--- config.mk ---
export PLATFORM = sky130hd
export DESIGN_NAME = spi_display_ng
export DESIGN_NICKNAME = d
export VERILOG_FILES = /design/src/rtl/spi_pkg.sv /design/src/rtl/spi_shift.sv /design/src/rtl/spi_display_ng.sv
export SDC_FILE = /design/constraint.sdc
export NUM_CORES = 1
export LEC_CHECK = 0
export ABC_AREA = 1
export CAP_MARGIN = 10
export CORE_MARGIN = 4
export CORE_UTILIZATION = 29
export DETAILED_ROUTE_END_ITERATION = 12
export SLEW_MARGIN = 20
export SYNTH_ARGS = -nofsm -noshare
export SYNTH_HDL_FRONTEND = slang
export SYNTH_HIERARCHICAL = 1
export SYNTH_SLANG_ARGS = --single-unit
--- constraint.sdc ---
create_clock -name clock -period 2.3 [get_ports clock]
set_clock_uncertainty 0.05 [all_clocks]
set_input_delay 0.46 -clock clock [delete_from_list [all_inputs] [get_ports clock]]
set_output_delay 0.46 -clock clock [all_outputs]
set_load 0.005 [all_outputs]
--- src/rtl/spi_pkg.sv ---
// Shared types and constants for the spi_display_ng bit-bang SPI master.
package spi_pkg;

    // State encoding for the frame sequencer.
    typedef enum logic [1:0] {
        ST_IDLE  = 2'd0,
        ST_SHIFT = 2'd1,
        ST_HOLD  = 2'd2,
        ST_GAP   = 2'd3
    } state_t;

    // SPI modes as {CPOL, CPHA}.
    localparam logic [1:0] SPI_MODE0 = 2'b00;
    localparam logic [1:0] SPI_MODE1 = 2'b01;
    localparam logic [1:0] SPI_MODE2 = 2'b10;
    localparam logic [1:0] SPI_MODE3 = 2'b11;

    // Width of the half-bit phase counter for a W-bit word (counts 0..2W-1).
    function automatic int phase_width(input int w);
        return $clog2(2 * w);
    endfunction

endpackage

--- src/rtl/spi_shift.sv ---
// W-bit shift register with selectable bit order. The head bit is always
// presented on serial_out so the first bit is valid straight after a load.
// With SPI_DISPLAY_READ_EN defined a separate receive register shifts in
// serial_in in the same bit order; rx_next exposes the value including the
// bit sampled this cycle so the word can be captured on its last sample.
module spi_shift #(
    parameter int W         = 8,
    parameter int LSB_FIRST = 0
) (
    input  logic         clock,
    input  logic         reset_n,
    input  logic         load,
    input  logic [W-1:0] load_data,
    input  logic         shift_en,
    output logic         serial_out
`ifdef SPI_DISPLAY_READ_EN
    ,
    input  logic         sample_en,
    input  logic         serial_in,
    output logic [W-1:0] rx_next
`endif
);

    logic [W-1:0] tx_q;
    logic [W-1:0] tx_shifted;

    // Shift toward the output end chosen by the bit order.
    always_comb begin
        tx_shifted = tx_q;
        if (LSB_FIRST != 0) tx_shifted = {1'b0, tx_q[W-1:1]};
        else                tx_shifted = {tx_q[W-2:0], 1'b0};
    end

    // Transmit register: load has priority over shift.
    always_ff @(posedge clock) begin
        if (!reset_n)      tx_q <= '0;
        else if (load)     tx_q <= load_data;
        else if (shift_en) tx_q <= tx_shifted;
    end

    assign serial_out = (LSB_FIRST != 0) ? tx_q[0] : tx_q[W-1];

`ifdef SPI_DISPLAY_READ_EN
    logic [W-1:0] rx_q;

    // Next receive value; the first received bit ends up in the first-sent position.
    always_comb begin
        rx_next = rx_q;
        if (sample_en) begin
            if (LSB_FIRST != 0) rx_next = {serial_in, rx_q[W-1:1]};
            else                rx_next = {rx_q[W-2:0], serial_in};
        end
    end

    // Receive register.
    always_ff @(posedge clock) begin
        if (!reset_n) rx_q <= '0;
        else          rx_q <= rx_next;
    end
`endif

endmodule

--- src/rtl/spi_display_ng.sv ---
// Bit-bang SPI master for display controllers, paced by a half-bit step strobe.
// Pops words from a first-word-fall-through source and serialises them.
// Optional read-back capture is built when SPI_DISPLAY_READ_EN is defined.
//
//   state    | meaning
//   ---------+-----------------------------------------------------------
//   ST_IDLE  | cs released; pops and loads as soon as the source has a word
//   ST_SHIFT | clocking out a word, one half-bit per step (phase 0..2W-1)
//   ST_HOLD  | word done, nothing queued; cs held low until the next step
//   ST_GAP   | cs released; counts GAP steps before fetching again
module spi_display_ng
    import spi_pkg::*;
#(
    parameter int W         = 8,
    parameter int CPOL      = 0,
    parameter int CPHA      = 0,
    parameter int LSB_FIRST = 0,
    parameter int GAP       = 1
) (
    input  logic         clock,
    input  logic         reset_n,
    input  logic         step,
    input  logic         in_dc,
    input  logic [W-1:0] in_data,
    output logic         in_get,
    input  logic         in_empty,
    output logic         spi_cs_n,
    output logic         spi_clock,
    output logic         spi_dc,
    output logic         spi_mosi
`ifdef SPI_DISPLAY_READ_EN
    ,
    input  logic         spi_miso,
    output logic [W-1:0] rx_data,
    output logic         rx_valid
`endif
);

    localparam int              PW         = phase_width(W);
    localparam logic [PW-1:0]   LAST_PHASE = PW'(2 * W - 1);
    localparam logic            IDLE_CLK   = (CPOL != 0);

    state_t        state_q, state_d;
    logic [PW-1:0] phase_q, phase_d;
    logic [7:0]    gap_q, gap_d;
    logic          cs_n_q, cs_n_d;
    logic          sclk_q, sclk_d;
    logic          dc_q, dc_d;
    logic          load, shift_en, end_word, serial_out;

    assign end_word = (state_q == ST_SHIFT) && step && (phase_q == LAST_PHASE);

    // Next-state and datapath control; the source is only popped in IDLE or at
    // the final step of a word so a back-to-back word never loses a step.
    always_comb begin
        state_d  = state_q;
        phase_d  = phase_q;
        gap_d    = gap_q;
        cs_n_d   = cs_n_q;
        sclk_d   = sclk_q;
        dc_d     = dc_q;
        load     = 1'b0;
        shift_en = 1'b0;
        case (state_q)
            ST_IDLE: begin
                if (!in_empty) begin
                    load    = 1'b1;
                    phase_d = '0;
                    cs_n_d  = 1'b0;
                    sclk_d  = IDLE_CLK;
                    dc_d    = in_dc;
                    state_d = ST_SHIFT;
                end
            end
            ST_SHIFT: begin
                if (step) begin
                    phase_d = phase_q + 1'b1;
                    sclk_d  = phase_q[0] ? IDLE_CLK : !IDLE_CLK;
                    if (CPHA == 0) shift_en = phase_q[0] && (phase_q != LAST_PHASE);
                    else           shift_en = !phase_q[0] && (phase_q != '0);
                    if (end_word) begin
                        if (!in_empty) begin
                            load    = 1'b1;
                            phase_d = '0;
                            dc_d    = in_dc;
                        end else begin
                            state_d = ST_HOLD;
                        end
                    end
                end
            end
            ST_HOLD: begin
                if (step) begin
                    cs_n_d  = 1'b1;
                    gap_d   = 8'(GAP);
                    state_d = (GAP == 0) ? ST_IDLE : ST_GAP;
                end
            end
            ST_GAP: begin
                if (step) begin
                    gap_d = gap_q - 8'd1;
                    if (gap_q == 8'd1) state_d = ST_IDLE;
                end
            end
            default: state_d = ST_IDLE;
        endcase
    end

    // State and output registers with synchronous reset.
    always_ff @(posedge clock) begin
        if (!reset_n) begin
            state_q <= ST_IDLE;
            phase_q <= '0;
            gap_q   <= '0;
            cs_n_q  <= 1'b1;
            sclk_q  <= IDLE_CLK;
            dc_q    <= 1'b0;
        end else begin
            state_q <= state_d;
            phase_q <= phase_d;
            gap_q   <= gap_d;
            cs_n_q  <= cs_n_d;
            sclk_q  <= sclk_d;
            dc_q    <= dc_d;
        end
    end

    assign in_get    = load && reset_n;
    assign spi_cs_n  = cs_n_q;
    assign spi_clock = sclk_q;
    assign spi_dc    = dc_q;
    assign spi_mosi  = !cs_n_q && serial_out;

`ifdef SPI_DISPLAY_READ_EN
    logic         sample_en;
    logic [W-1:0] rx_next;

    // MISO is sampled on the edge opposite the one that changes MOSI.
    assign sample_en = (state_q == ST_SHIFT) && step &&
                       ((CPHA == 0) ? !phase_q[0] : phase_q[0]);

    // Publish the received word on the final step of each word.
    always_ff @(posedge clock) begin
        if (!reset_n) begin
            rx_data  <= '0;
            rx_valid <= 1'b0;
        end else begin
            rx_valid <= end_word;
            if (end_word) rx_data <= rx_next;
        end
    end
`endif

    spi_shift #(
        .W         (W),
        .LSB_FIRST (LSB_FIRST)
    ) u_shift (
        .clock      (clock),
        .reset_n    (reset_n),
        .load       (load),
        .load_data  (in_data),
        .shift_en   (shift_en),
        .serial_out (serial_out)
`ifdef SPI_DISPLAY_READ_EN
        ,
        .sample_en  (sample_en),
        .serial_in  (spi_miso),
        .rx_next    (rx_next)
`endif
    );

endmodule

==> results of run 1 <==
## where the power goes
part | total (mW) | switching (mW) | internal [mW]
clock | 0.262 | 0.138 | 0.124
sequential | 0.584 | 0.0546 | 0.529
combinational | 0.878 | 0.517 | 0.361
total | 1.72 | 0.710 | 1.01
## cells in the final DEF (no fill, tap or decap), drive strengths merged, types with 3 or more instances in the layout
cell type / Yosys / routed
clkbuf: 0 / 4
xor2: 3 / 3
dfxtp: 25 / 25
nand4: 3 / 3
nand3: 20 / 20
a21oi: 15 / 15
o21ai: 6 / 6
ha: 7 / 7
buf: 2 / 14
inv: 36 / 36
nor3: 5 / 5
dlygate4sd2: 0 / 3
nor2: 24 / 24
nand2: 61 / 61
clkdlybuf4s50: 0 / 14
## worst reg2reg max path, cell delays in order, from the launching register on
cell and delay [ps]:
dfxtp_2 340, inv_1 70, ha_2 180, nand2_1 80
inv_2 70, nand3_2 90, o21ai_2 80, buf_4 220
inv_2 100, nand3_1 80, nand3_1 80, nand2_1 60
inv_1 30
## final cells by class
| type | instances | area (um^2) |
|---|---|---|
| Sequential cell | 25 | 505 |
| Tap cell | 52 | 65.1 |
| Clock buffer | 4 | 45.0 |
| Inverter | 36 | 135 |
| Timing Repair Buffer | 31 | 272 |
| Fill cell | 484 | 2720 |
| Multi-Input combinational cell | 146 | 758 |
## worst max path at each step
| stage | from | to | slack, ps | cells after the start |
|---|---|---|---|---|
| after floorplan | state_q[1]$_SDFFE_PN0P_ | in_get | 600 | 7 |
| after global placement | step | in_get | -180 | 7 |
| after detailed placement | step | in_get | -200 | 7 |
| after CTS | state_q[1]$_SDFFE_PN0P_ | in_get | 240 | 8 |
| after global routing | state_q[1]$_SDFFE_PN0P_ | in_get | 140 | 8 |
| final | state_q[1]$_SDFFE_PN0P_ | in_get | 260 | 8 |
## metrics by stage
step / instance area [um^2] / hold slack [ps] / utilization, %
2_1_floorplan: 1400 / 388 / -
6_report: 1780 / 414 / 39.5
3_5_place_dp: 1700 / 401 / 37.6
4_1_cts: 1780 / 416 / 39.5
5_1_grt: 1780 / 431 / 39.5
3_3_place_gp: 1700 / 398 / 37.6
## cell families (layout without fill, tap and decap cells)
| family | Yosys count | after routing |
|---|---|---|
| AOI/OAI and AO/OA | 22 | 22 |
| buffers and inverters | 38 | 71 |
| adders and majority gates | 7 | 7 |
| and+or+nand+nor | 114 | 114 |
| xor gates and xnor gates | 3 | 3 |
| DFF | 25 | 25 |
## registers in the layout (all words and copies together), names as in the netlist
name / cells
state_q: 2
gap_q: 8
spi_cs_n: 1
spi_dc: 1
spi_clock: 1
phase_q: 4
u_shift/tx_q: 8
## what timing repair did
action | in CTS | in global routing
gates resized for setup | 12 | 0
endpoints found under the setup margin | 1 | 0
setup buffers | 3 | 0
hold buffers | 0 | 0
## routing by layer
layer	vias up	wire length, um	GRT usage (%)
met3	2	81	1.74
li1	716	-	-
met1	555	1540	13.9
met5	-	0	0
met2	16	1180	14.8
met4	0	36	4.27
==> impl_metrics.py, run 1 <==
metrics = {
    "run_status": {
        "status": "finished clean",
    },
    "clock_tree": {
        "clock_path_buffers": 2,
        "cts_buffers": 3,
        "clk-insertion-delay-late_ps": 270,
        "htree_levels": 1,
        "cts_tree": "done",
        "clock_sinks": 25,
        "clk_pin_slew_worst_paths_ps": 90,
        "root_buffer": "clkbuf_8",
    },
    "setup_path": {
        "reg2reg_slack_ps": 690,
        "path_cells": "inv_1 -> ha_2 -> nand2_1 -> inv_2 -> nand3_2 -> o21ai_2 -> and2_1 -> dlygate4sd2_1",
        "r2r-start": "state_q[1]$_SDFFE_PN0P_",
        "reg2reg_to": "u_shift/tx_q[5]$_SDFFE_PN0P_",
        "critPathMaxFanout": 2,
        "crit_required_ps": 1790,
        "cp-end-kind": "output port",
        "cp_slowest_stage_delay_ps": 340,
        "cp_top_family": "buffers and inverters",
        "crit_slowest_cell": "dfxtp_2",
        "crit_type": "reg -> out",
        "path_buf_inv": 3,
        "crit_arrival_ps": 1530,
        "worst_setup_path_start_kind": "flop",
        "rr_worst_depth": 12,
    },
    "min_path": {
        "holdPathStages": 2,
        "hp-start": "gap_q[5]$_SDFFE_PN0P_",
        "hold_end": "gap_q[5]$_SDFFE_PN0P_",
        "hp-class": "reg -> reg",
    },
    "logic_synthesis": {
        "synth_edf_count": 0,
        "yosysUniqueCellTypes": 23,
        "ys.flop_type": "dfxtp_1",
        "synthAdderAreaFrac_pct": 6.27,
        "yosysSeqAreaShare_pct": 35.8,
        "yosys.area.top_type": "dfxtp_1",
        "synth_compound_area_share_pct": 8.24,
        "async_reset_ff_share_pct": 0,
        "synth.avg_cell_area_um2": 6.68,
        "synth_top_cell_area_share_pct": 35.8,
        "synth_cells": 209,
        "synth.area.top_cells": "dfxtp_1, nand2_1, inv_1",
        "synth_fp_nets": 229,
        "synth_warnings": 6,
        "yosysMostFrequentCell": "nand2_1",
        "synthSimpleGateAreaFrac_pct": 36.7,
        "synth-xor-area-share_pct": 1.88,
        "muxShareOfSynthArea_pct": 0,
        "synthTopCellsByCount": "nand2_1, inv_1, dfxtp_1",
        "synth_top_family_by_area": "simple AND/OR/NAND/NOR gates",
        "syn_area_um2": 1400,
        "synth_seq_cells": 25,
    },
    "pwr": {
        "vdd_drop_max_mv": 0.371,
        "powerDensity_nw_per_um2": 968,
        "p_leak_nw": 0.827,
        "finalPower_mw": 1.72,
    },
    "cells_and_area": {
        "drive_gt1_share_pct": 15.7,
        "fin_cells": 294,
        "final_nets": 263,
        "area_growth_pct": 27.5,
        "n_antenna_cell": 0,
    },
    "grt": {
        "overflow": 0,
        "antenna_found_initial": 0,
        "grt_pass1_wl_um": 4970,
        "grt_max_degree": 14,
        "grt.total_usage_pct": 9.86,
        "grt_pass1_vias": 1158,
    },
    "sta": {
        "hold_violations": 0,
        "fin_tns_setup_ps": 0,
        "period_minus_slack_ps": 2040,
        "relSlewSlack_pct": 71.0,
        "fmaxAchievable_ghz": 0.491,
        "fin_crit_sh_pct": 88.5,
        "rsz0062_at_grt": "false",
        "worst-slew-pin-transition_ps": 431,
        "layout_setup_ws_ps": 264,
        "slew_violations": 0,
        "setup_viol": 0,
    },
    "detailed_routing": {
        "drt-initial-drc-count": 63,
        "viasPerCell": 4.38,
        "postRouteAntennaNets": 0,
        "vias": 1289,
        "post-route-drc-count": 0,
        "firstDrtPassIters": 4,
        "wl_per_cell_um": 9.65,
        "routed_wl_um": 2840,
    },
    "floorplanning": {
        "die_y_um": 77.4,
        "die_w_um": 77.4,
        "core_area_um2": 4500,
        "die-area_um2": 5990,
        "initial_core_util_pct": 31.0,
        "rows": 24,
        "io_pins": 18,
    },
    "placed_design": {
        "dp.cells": 287,
        "numPortBuffers": 17,
        "gp_congestion": 0.789,
        "place_hpwl_um": 2160,
        "post-place-ws_ps": -196,
    },
    "flow_run": {
        "maxCapViolations": 0,
    },
}
Power figures use the tool's default switching activity.
==> inputs of run 2 (changes only) <==
--- a/config.mk
+++ b/config.mk
@@ -6,10 +6,10 @@
 export NUM_CORES = 1
 export LEC_CHECK = 0
 export ABC_AREA = 1
-export CAP_MARGIN = 10
-export CORE_MARGIN = 4
+export CORE_MARGIN = 3
 export CORE_UTILIZATION = 29
 export DETAILED_ROUTE_END_ITERATION = 12
+export MAX_ROUTING_LAYER = met4
 export SLEW_MARGIN = 20
 export SYNTH_ARGS = -nofsm -noshare
 export SYNTH_HDL_FRONTEND = slang
==> run 2 against run 1 <==
Sequential power hardly changed. Register-to-register slack worse by 20 ps. Fmax is 1.2% lower. Sequential share of layout area is 0.22 points higher. Cell count is 0.68% lower. Critical path type unchanged.
==> impl_metrics.py, run 2 (synthesis results as in run 1) <==
metrics = {
    "pwr": {
        "p_int_mw": 1.00,
        "comb_power_share_pct": 49.9,
        "switching_share_pct": 41.4,
        "powerDensity_nw_per_um2": 969,
        "p_leak_nw": 0.814,
        "vdd_drop_max_mv": 0.350,
        "seq_power_share_pct": 33.9,
        "p_sw_mw": 0.709,
        "clockPowerShare_pct": 16.2,
    },
    "grt": {
        "grt_pass1_vias": 1169,
        "antenna_found_initial": 0,
        "grt_max_degree": 16,
        "grt_pass1_wl_um": 4860,
        "grt.total_usage_pct": 11.2,
        "overflow": 0,
    },
    "placed_design": {
        "place_hpwl_um": 2110,
        "dp.cells": 287,
        "numPortBuffers": 17,
        "gp_congestion": 0.844,
    },
    "detailed_routing": {
        "post-route-drc-count": 0,
        "routed_wl_um": 2790,
        "postRouteAntennaNets": 0,
        "firstDrtPassIters": 4,
        "vias": 1294,
        "viasPerCell": 4.43,
        "wl_per_cell_um": 9.56,
        "drt-initial-drc-count": 89,
    },
    "floorplanning": {
        "rows": 24,
        "io_pins": 18,
        "die_w_um": 75.4,
        "die-area_um2": 5680,
        "die_y_um": 75.4,
        "initial_core_util_pct": 31.0,
        "core_area_um2": 4500,
    },
    "cells_and_area": {
        "top_regs": "gap_q (8), u_shift/tx_q (8), phase_q (4)",
        "multi_input_area_um2": 756,
        "fin_cells": 292,
        "fillers": 473,
        "layout_common_cells": "nand2_1, inv_1, dfxtp_1",
        "final_nets": 261,
        "seqCellArea_um2": 505,
        "n_antenna_cell": 0,
        "final_common_cell": "nand2_1",
        "drive_gt1_share_pct": 15.4,
        "area_growth_pct": 26.5,
    },
    "flow_run": {
        "maxCapViolations": 0,
    },
    "sta": {
        "hold_violations": 0,
        "setup_viol": 0,
        "slew_violations": 0,
        "fin_tns_setup_ps": 0,
        "fmaxAchievable_ghz": 0.485,
        "worst-slew-pin-transition_ps": 327,
        "period_minus_slack_ps": 2060,
        "fin_crit_sh_pct": 89.6,
        "relSlewSlack_pct": 78.2,
        "rsz0062_at_grt": "false",
    },
    "setup_path": {
        "crit_arrival_ps": 1550,
        "crit_required_ps": 1790,
        "rr_worst_depth": 11,
        "cp-end-kind": "output port",
        "crit_type": "reg -> out",
        "critPathMaxFanout": 4,
        "worst_setup_path_start_kind": "flop",
    },
    "min_path": {
        "hp-class": "reg -> reg",
        "holdPathStages": 2,
    },
    "clock_tree": {
        "clk-insertion-delay-late_ps": 270,
        "cts_buffers": 3,
        "clock_sinks": 25,
        "cts_tree": "done",
        "cts_hold_buf": 0,
        "clock_path_buffers": 2,
        "clk_pin_slew_worst_paths_ps": 90,
        "root_buffer": "clkbuf_8",
        "htree_levels": 1,
    },
    "run_status": {
        "status": "finished clean",
    },
}
run 2: timing repair:
action | in CTS | in global routing
buffers inserted | 1 | 0
resized for setup | 12 | 0
endpoints found under the setup margin | 1 | 0
run 2: power groups by stage:
stage / sequential [mW] / clock, mW / combinational [mW]
after global routing: 0.593 / 0.303 / 0.997
after CTS: 0.582 / 0.290 / 0.864
final: 0.581 / 0.277 / 0.855
after floorplan: 0.581 / 0 / 0.631
after global placement: 0.592 / 0 / 0.833
after detailed placement: 0.592 / 0 / 0.835
run 2: worst max-delay path, stage by stage (launching register included):
cell and delay (ps):
dfxtp_2 360, ha_2 190, nand2_2 80, nor2_4 110, nand3_1 110, o21ai_2 80, and2_1 130, dlygate4sd2_1 220
run 2: routing by layer:
metal	up-vias	GRT usage [%]	share of wire [%]
met5	-	-	0
met4	0	2.91	0.61
met3	2	2.77	4.0
met2	20	16.8	45
met1	559	15.2	50
li1	713	-	-
run 2: per-stage QoR:
step / setup WS [ps] / hold slack [ps] / utilization [%] / total power [mW] / area [um^2]
after floorplan: 601 / 388 / - / 1.21 / 1400
after global placement: -179 / 398 / 37.6 / 1.42 / 1700
after detailed placement: -183 / 403 / 37.6 / 1.43 / 1700
after CTS: 224 / 416 / 39.2 / 1.74 / 1770
after global routing: 80.4 / 427 / 39.2 / 1.89 / 1770
final: 239 / 412 / 39.2 / 1.71 / 1770
run 2: final timing paths:
check / start / end / slack (ps)
setup / recovery: phase_q[0]$_SDFFE_PN0P_ / in_get / 240
hold / removal: spi_dc$_SDFFE_PN0P_ / spi_dc$_SDFFE_PN0P_ / 410
setup reg to reg: state_q[1]$_SDFFE_PN0P_ / u_shift/tx_q[1]$_SDFFE_PN0P_ / 670
hold reg to reg: spi_dc$_SDFFE_PN0P_ / spi_dc$_SDFFE_PN0P_ / 410
run 2: final cells by class:
cell class,count,share of cell area (%)
Tap cell,52,3.68
Sequential cell,25,28.6
Timing Repair Buffer,29,14.5
Clock inverter,1,0.425
Multi-Input combinational cell,146,42.8
Inverter,36,7.65
Clock buffer,3,2.34
==> inputs of run 3 (changes only) <==
--- a/config.mk
+++ b/config.mk
@@ -6,6 +6,7 @@
 export NUM_CORES = 1
 export LEC_CHECK = 0
 export ABC_AREA = 1
+export CAP_MARGIN = 10
 export CORE_MARGIN = 3
 export CORE_UTILIZATION = 29
 export DETAILED_ROUTE_END_ITERATION = 12
==> results of run 3 <==
The final DEF is identical to that of run 2; final timing and power are the same.
